<file path="config.mk">
export PLATFORM = sky130hd
export DESIGN_NAME = gate_share_arbiter
export DESIGN_NICKNAME = d
export VERILOG_FILES = /design/src/rtl/gate_pkg.sv /design/src/rtl/glogic_unit.sv /design/src/rtl/gate_share_arbiter.sv
export SDC_FILE = /design/constraint.sdc
export NUM_CORES = 1
export LEC_CHECK = 0
export BUFFER_PORTS_ARGS = -buffer_cell sky130_fd_sc_hd__buf_4
export CAP_MARGIN = 20
export CORE_MARGIN = 2
export CORE_UTILIZATION = 44
export CTS_CLUSTER_SIZE = 20
export DETAILED_ROUTE_END_ITERATION = 6
export PLACE_DENSITY = 0.74
export REMOVE_ABC_BUFFERS = 1
export SYNTH_ARGS = -nofsm -noshare
export SYNTH_HDL_FRONTEND = slang
export SYNTH_HIERARCHICAL = 1
export SYNTH_SLANG_ARGS = --single-unit
</file>
<file path="constraint.sdc">
create_clock -name clk -period 1.7 [get_ports clk]
set_input_delay 0.085 -clock clk [delete_from_list [all_inputs] [get_ports clk]]
set_output_delay 0.085 -clock clk [all_outputs]
set_load 0.05 [all_outputs]
</file>
<file path="src/rtl/gate_pkg.sv">
// gate_pkg: opcode constants and sequencer state encoding shared by the gate arbiter blocks
package gate_pkg;
  localparam logic [1:0] OP_AND  = 2'd0;
  localparam logic [1:0] OP_OR   = 2'd1;
  localparam logic [1:0] OP_XOR  = 2'd2;
  localparam logic [1:0] OP_NAND = 2'd3;
  typedef enum logic [1:0] {ST_IDLE = 2'd0, ST_EXEC = 2'd1, ST_DONE = 2'd2} state_t;
endpackage

</file>
<file path="src/rtl/glogic_unit.sv">
// glogic_unit: shared combinational W-bit AND/OR/XOR/NAND evaluator
module glogic_unit
  import gate_pkg::*;
#(
  parameter int W = 1
) (
  input  logic [W-1:0] a,
  input  logic [W-1:0] b,
  input  logic [1:0]   op,
  output logic [W-1:0] y
);
  // bitwise evaluation; OR path behaves as the gor primitive
  always_comb
    y = op == OP_AND ? (a & b) :
        op == OP_OR  ? (a | b) :
        op == OP_XOR ? (a ^ b) : ~(a & b);
endmodule

</file>
<file path="src/rtl/gate_share_arbiter.sv">
// gate_share_arbiter: round-robin sequencer sharing one glogic_unit among N requesters
module gate_share_arbiter
  import gate_pkg::*;
#(
  parameter int N = 4,
  parameter int W = 1
) (
  input  logic             clk,
  input  logic             rst,
  input  logic [N-1:0]     req,
  input  logic [N*W-1:0]   a_in,
  input  logic [N*W-1:0]   b_in,
  input  logic [N*2-1:0]   op_in,
  output logic [N-1:0]     gnt,
  output logic [N-1:0]     ack,
  output logic [W-1:0]     y,
  output logic             busy
);
  localparam int IW = (N > 1) ? $clog2(N) : 1;
  state_t        state;
  logic [IW-1:0] last;
  logic [IW-1:0] win;
  logic [IW-1:0] idx;
  logic [N-1:0]  win_oh;
  logic [W-1:0]  a_s;
  logic [W-1:0]  b_s;
  logic [1:0]    op_s;
  logic [W-1:0]  a_q;
  logic [W-1:0]  b_q;
  logic [1:0]    op_q;
  logic [W-1:0]  f;
  // round-robin pick: scan from last+1 downward in priority so the nearest requester wins
  always_comb begin
    win = last;
    idx = last;
    for (int k = N; k >= 1; k--) begin
      idx = IW'((int'(last) + k) % N);
      if (req[idx]) win = idx;
    end
  end
  // steer the winner's operands and build its one-hot grant
  always_comb begin
    a_s    = '0;
    b_s    = '0;
    op_s   = OP_AND;
    win_oh = '0;
    for (int i = 0; i < N; i++)
      if (win == IW'(i)) begin
        a_s       = a_in[i*W +: W];
        b_s       = b_in[i*W +: W];
        op_s      = op_in[i*2 +: 2];
        win_oh[i] = 1'b1;
      end
  end
  glogic_unit #(.W(W)) u_logic (
    .a  (a_q),
    .b  (b_q),
    .op (op_q),
    .y  (f)
  );
  // IDLE grants and latches, EXEC registers result and acks, DONE releases
  always_ff @(posedge clk or posedge rst) begin
    if (rst) begin
      state <= ST_IDLE;
      gnt   <= '0;
      ack   <= '0;
      y     <= '0;
      busy  <= 1'b0;
      last  <= IW'(N - 1);
      a_q   <= '0;
      b_q   <= '0;
      op_q  <= OP_AND;
    end else begin
      case (state)
        ST_IDLE: if (|req) begin
          a_q   <= a_s;
          b_q   <= b_s;
          op_q  <= op_s;
          gnt   <= win_oh;
          last  <= win;
          busy  <= 1'b1;
          state <= ST_EXEC;
        end
        ST_EXEC: begin
          y     <= f;
          ack   <= gnt;
          state <= ST_DONE;
        end
        ST_DONE: begin
          ack   <= '0;
          gnt   <= '0;
          busy  <= 1'b0;
          state <= ST_IDLE;
        end
        default: begin
          gnt   <= '0;
          ack   <= '0;
          busy  <= 1'b0;
          state <= ST_IDLE;
        end
      endcase
    end
  end
endmodule

</file>
**Word-level counts from Yosys, hierarchy flattened**

Index checks and enable logic that the tools add are counted.

- Output and inout bits: 10
- RAM bits: 0
- Register bits: 18
- ROM bits: 0
- Latch bits: 0
- Memories: 0
- Word-level logic and storage cells: 73

- Add/sub/neg operators: 4
- Eq/ne operators: 7
- Bitwise gates (word level): 5
- Divide/modulo/power cells: 0
- Reductions and logical operators: 6
- Multiplexer cells: 38
- Shift-type cells: 0
- Multipliers: 0
- Magnitude comparators: 4

Operator list:

| cell | number |
|---|---|
| $mux W1 | 20 |
| $mux W2 | 9 |
| $pmux W4 S2 | 2 |
| $lt A2 B3 Y1 const B | 4 |
| $bmux W1 S2 | 4 |
| $eq A2 B1 Y1 const B | 3 |
| $eq A2 B2 Y1 const B | 3 |
| $logic_not A2 Y1 | 3 |
| $add A2 B1 Y2 const B | 2 |
| $add A2 B2 Y2 const B | 2 |
| $mux W4 | 1 |
| $pmux W2 S2 | 1 |
| $reduce_and A2 Y1 | 2 |
| $reduce_or A4 Y1 | 1 |
| $ne A2 B2 Y1 const B | 1 |
| $not A1 Y1 | 2 |
| $pmux W1 S2 | 1 |
| $and A1 B1 Y1 | 1 |
| $or A1 B1 Y1 | 1 |
| $xor A1 B1 Y1 | 1 |

**Longest topological paths before layout**

- Depth in word-level cells: 12
- Gate-level depth with buffers: 6

**Hierarchy**

Netlist, hierarchy kept.

By module, submodules not included:

| module | cells each | seq. area each (µm²) | area an instance (µm²) | instances |
|---|---|---|---|---|
| gate_share_arbiter | 79 | 452.9 | 903.4 | 1 |
| glogic_unit | 10 | 0.0 | 63.8 | 1 |

**Worst setup path before layout**

OpenSTA, ideal clock, no wires.

- Path kind: reg-to-reg
- From: register state[0]
- To: register b_q
- Data required time: 1.614 ns
- Stages on the path, launching flop included: 6
- Library setup time: 0.086 ns
- Arrival: 1.633 ns
- Setup slack: -0.018 ns
- Path through: dfrtp_1 -> buf_6 -> a211o_1 -> or4_1 -> buf_2 -> o221ai_2

- Longest elaborated chain between the ends: 2

RTL lines:

| item | RTL line | text |
|---|---|---|
| from (decl) | gate_share_arbiter.sv:20 | `state_t state;` |
| from (signal assigned) | gate_share_arbiter.sv:64 | `state <= ST_IDLE;` |
| from (signal assigned) | gate_share_arbiter.sv:82 | `state <= ST_EXEC;` |
| from (signal assigned) | gate_share_arbiter.sv:87 | `state <= ST_DONE;` |
| $logic_not A2 Y1 | gate_share_arbiter.sv:74 | `case (state)` |
| $reduce_and A2 Y1 (no line) | -- |  |
| to (signal assigned) | gate_share_arbiter.sv:77 | `b_q <= b_s;` |
| to (decl) | gate_share_arbiter.sv:29 | `logic [W-1:0] b_q;` |

Every way passes these cells.
A chain may end at the register's enable or synchronous reset.

**Final worst setup path**

- From: register last[1]
- To: register gnt[3]

- Longest elaborated chain between the ends: 11
- Elaborated cells between the ends (all ways): 20
- Those cells by class: 4 x add/sub; 1 x eq/ne; 15 x mux

RTL lines:

| item | RTL line | text |
|---|---|---|
| from (decl) | gate_share_arbiter.sv:21 | `logic [IW-1:0] last;` |
| from (signal assigned) | gate_share_arbiter.sv:69 | `last <= IW'(N - 1);` |
| from (signal assigned) | gate_share_arbiter.sv:80 | `last <= win;` |
| $add A2 B1 Y2 | gate_share_arbiter.sv:37 | `idx = IW'((int'(last) + k) % N);` |
| $bmux W1 S2 | gate_share_arbiter.sv:38 | `if (req[idx]) win = idx;` |
| $mux W1 (implied by the code) | gate_share_arbiter.sv:38 |  |
| $mux W2 (3 in series) | gate_share_arbiter.sv:38 |  |
| $mux W2 (*) | gate_share_arbiter.sv:38 |  |
| $eq A2 B2 Y1 (*) | gate_share_arbiter.sv:48 | `if (win == IW'(i)) begin` |
| $mux W1 (*) | gate_share_arbiter.sv:48 |  |
| $mux W4 (*) | gate_share_arbiter.sv:75 | `ST_IDLE: if (\|req) begin` |
| $pmux W4 S2 (*) | gate_share_arbiter.sv:74 |  |
| to (signal assigned) | gate_share_arbiter.sv:79 | `gnt <= win_oh;` |
| to (decl) | gate_share_arbiter.sv:14 | `output logic [N-1:0] gnt,` |

Every way passes the cells marked *; elsewhere a longest branch is shown, timed or not. The select of a mux whose other input is x is not followed.

==> impl_metrics.env <==
export IMPL_min_period_ns=1.68
export IMPL_p_leak_nw=0.680
export IMPL_fin_setup_tns_ns=0
export IMPL_cp_depth=5
export IMPL_hold_ws_ns=0.103
export IMPL_cp_cell_sequence="mux2i_1 > nor2_1 > buf_4 > or3_1 > a32o_1"
export IMPL_met1_length_um=855
export IMPL_mostFrequentLayoutCell="buf_4"
export IMPL_hp_class="in2reg"
export IMPL_crit_path_top_delay_cell="dfstp_2"
export IMPL_synth_top_family_by_area="compound AO/OA/AOI/OAI gates"
export IMPL_drt_iter0_drc=10
export IMPL_ys_seq_area_frac=0.468
export IMPL_grt_pass1_vias=830
export IMPL_nets=154
export IMPL_synthXorXnorAreaFrac=0
export IMPL_path_max_fanout=4
export IMPL_hpwl_um=1570
export IMPL_port_buffers=31
export IMPL_antenna_found_initial=0
export IMPL_start_kind="flip-flop"
export IMPL_die_x_um=50.9
export IMPL_synth_top_cells_by_area="dfrtp_1, mux2i_1, dfstp_2, nand2_1, nor2_1"
export IMPL_cts_setup_buffers=0
export IMPL_grt_overflow=0
export IMPL_grt_max_degree=19
export IMPL_post_route_util=0.670
export IMPL_io_pins=32
export IMPL_cp_num_buf_inv=1
export IMPL_fmax_mhz=597
export IMPL_outcome="finished clean"
export IMPL_cts_root_buf="clkbuf_4"
export IMPL_reg2reg_depth=5
export IMPL_worstSetupPathType="reg2reg"
export IMPL_wl_met2_um=1090
export IMPL_finalHoldViolCount=0
export IMPL_register_area_um2=453
export IMPL_cts_max_path_buffers=2
export IMPL_ant_nets=0
export IMPL_crit_arrival_ns=1.86
export IMPL_yosys_warnings=6
export IMPL_dr_pass1_iters=4
export IMPL_clk_pin_slew_ns=0.11
export IMPL_gp_congestion=0.760
export IMPL_maxCapViolCount=0
export IMPL_via_per_inst=5.33
export IMPL_slowest_delay_ns=0.58
export IMPL_layout_common_cells="buf_4, dfrtp_1, mux2i_1, nor2_1, nand2_1"
export IMPL_layout_drive_gt1_share=0.434
export IMPL_fin_cells=156
export IMPL_dr_total_vias=831
export IMPL_chipHeight_um=50.9
export IMPL_synthCells=89
export IMPL_grt_pass1_wl_um=3490
export IMPL_vdd_ir_drop_worst_v=0.000968
export IMPL_drc=0
export IMPL_cts_tree="done"
export IMPL_synthSimpleGateAreaFrac=0.153
export IMPL_synth_top_area_frac=0.414
export IMPL_post_synth_top_area_cell="dfrtp_1"
export IMPL_fin_skew_ns=0.00348
export IMPL_synth_mux_area_frac=0.146
export IMPL_topRoutingLayerUsed="met3"
export IMPL_dr_wl_met3_um=118
export IMPL_die_area_um2=2590
export IMPL_multiInputGateArea_um2=502
export IMPL_p_per_area_nw_per_um2=1930
export IMPL_initial_utilization=0.478
export IMPL_synth_fa_ha_area_frac=0.0259
export IMPL_numCtsBuffers=3
export IMPL_std_cell_rows=16
export IMPL_dp_cells=151
export IMPL_cts_sinks=18
export IMPL_ctsHtreeMaxLevel=1
export IMPL_netlist_area_um2=967
export IMPL_wirelength_um=2070
export IMPL_core_um2=2020
export IMPL_rsz0062_at_grt="true"
export IMPL_final_max_slew_violation_count=0
export IMPL_grt_use_total=0.177
export IMPL_synth_compound_area_frac=0.155
export IMPL_fill_cells=158
export IMPL_finalCritPeriodShare=0.986
export IMPL_setup_worst_path_end_class="flip-flop"
export IMPL_wire_per_inst_um=13.3
export IMPL_area_delta_synth_final_pct=40.1
export IMPL_cp_required_ns=1.89
export IMPL_relSlewSlack=0.559
export IMPL_syn_avg_cell_area_um2=10.9
export IMPL_antenna_cells=0
export IMPL_ys_types=31
export IMPL_holdPathStages=3
export IMPL_tightest_slew_ns=0.661
export IMPL_setup_violations_final=0
export IMPL_critPathTopFamily="flip-flops"
export IMPL_synth_seq_cells=18
export IMPL_clock_latency_ns=0.29
[flip-flops by register name (all words and copies together) (netlist names)]
signal	cells
op_q	2
a_q	1
gnt	4
busy	1
y	1
b_q	1
ack	4
state	2
last	2
[stage by stage]
step                      power (mW)  instance area (um^2)  worst slack [ns]
after floorplan                 1.75                   932           -0.0818
after global placement          2.25                  1270            0.0255
after detailed placement        2.28                  1270          -0.00431
after CTS                       2.57                  1320          0.000848
after global routing            2.80                  1360           -0.0713
final                           2.62                  1360            0.0236
[worst paths after layout]
check	slack, ns	from	endpoint
min	0.10	b_in[3]	b_q$_DFFE_PP0P_
max reg2reg	0.02	last[1]$_DFFE_PP1P_	gnt[3]$_DFFE_PP0P_
min in group asynchronous	0.44	rst	b_q$_DFFE_PP0P_
min reg2reg	0.49	busy$_DFFE_PP0P_	busy$_DFFE_PP0P_
max in group asynchronous	0.84	rst	gnt[1]$_DFFE_PP0P_
max	0.02	last[1]$_DFFE_PP1P_	gnt[3]$_DFFE_PP0P_
[cells by family after synthesis]
group	after synthesis
muxes	14
AOI/OAI and AO/OA	18
adders and majority gates	2
and+or+nand+nor	29
buffers and inverters	8
DFF	18
[tightest hold or removal path: stages]
cell and delay (ns):
buf_4 0.08, mux2i_2 0.06, o221ai_2 0.14
[layer usage]
layer / GRT usage / vias up
met1: 0.209 / 399
met5: 0 / -
met4: 0.0541 / 0
met3: 0.0380 / 0
met2: 0.320 / 33
li1: - / 399
[Yosys cell counts]
master / number
a211o_1: 1
a21o_1: 2
a21oi_1: 3
a31oi_2: 1
a32o_1: 2
and3b_2: 1
buf_2: 1
buf_4: 1
buf_6: 2
dfrtp_1: 16
dfstp_2: 2
ha_1: 2
inv_1: 4
mux2_2: 1
mux2i_1: 13
nand2_1: 8
nand2b_1: 1
nand3b_1: 1
nor2_1: 8
nor2b_1: 3
nor3_1: 3
o21a_1: 1
o21ai_0: 1
o221ai_1: 3
o221ai_2: 1
o2bb2ai_1: 2
o31ai_1: 1
or2b_1: 1
or2b_2: 1
or3_1: 1
or4_1: 1
[area by class of cell]
cell class	instances	share of cell area
Multi-Input combinational cell	63	0.370
Timing Repair Buffer	40	0.233
Tap cell	27	0.0249
Clock buffer	4	0.0268
Inverter	4	0.0111
Sequential cell	18	0.334
[power by group]
group	internal, mW	switching [mW]	total, mW	leakage [nW]
Clock	0.130	0.133	0.263	0.0210
Sequential	0.637	0.145	0.782	0.227
Combinational	0.700	0.876	1.58	0.433
Total	1.47	1.15	2.62	0.680
[timing repair]
item	4_1_cts	5_1_grt
resized for setup	1	6
gates cloned	0	0
hold endpoints to repair	16	0
pin swaps	0	2
hold buffers	1	0
endpoints found under the setup margin	5	6
No activity file was read; power rests on OpenSTA's default activity.
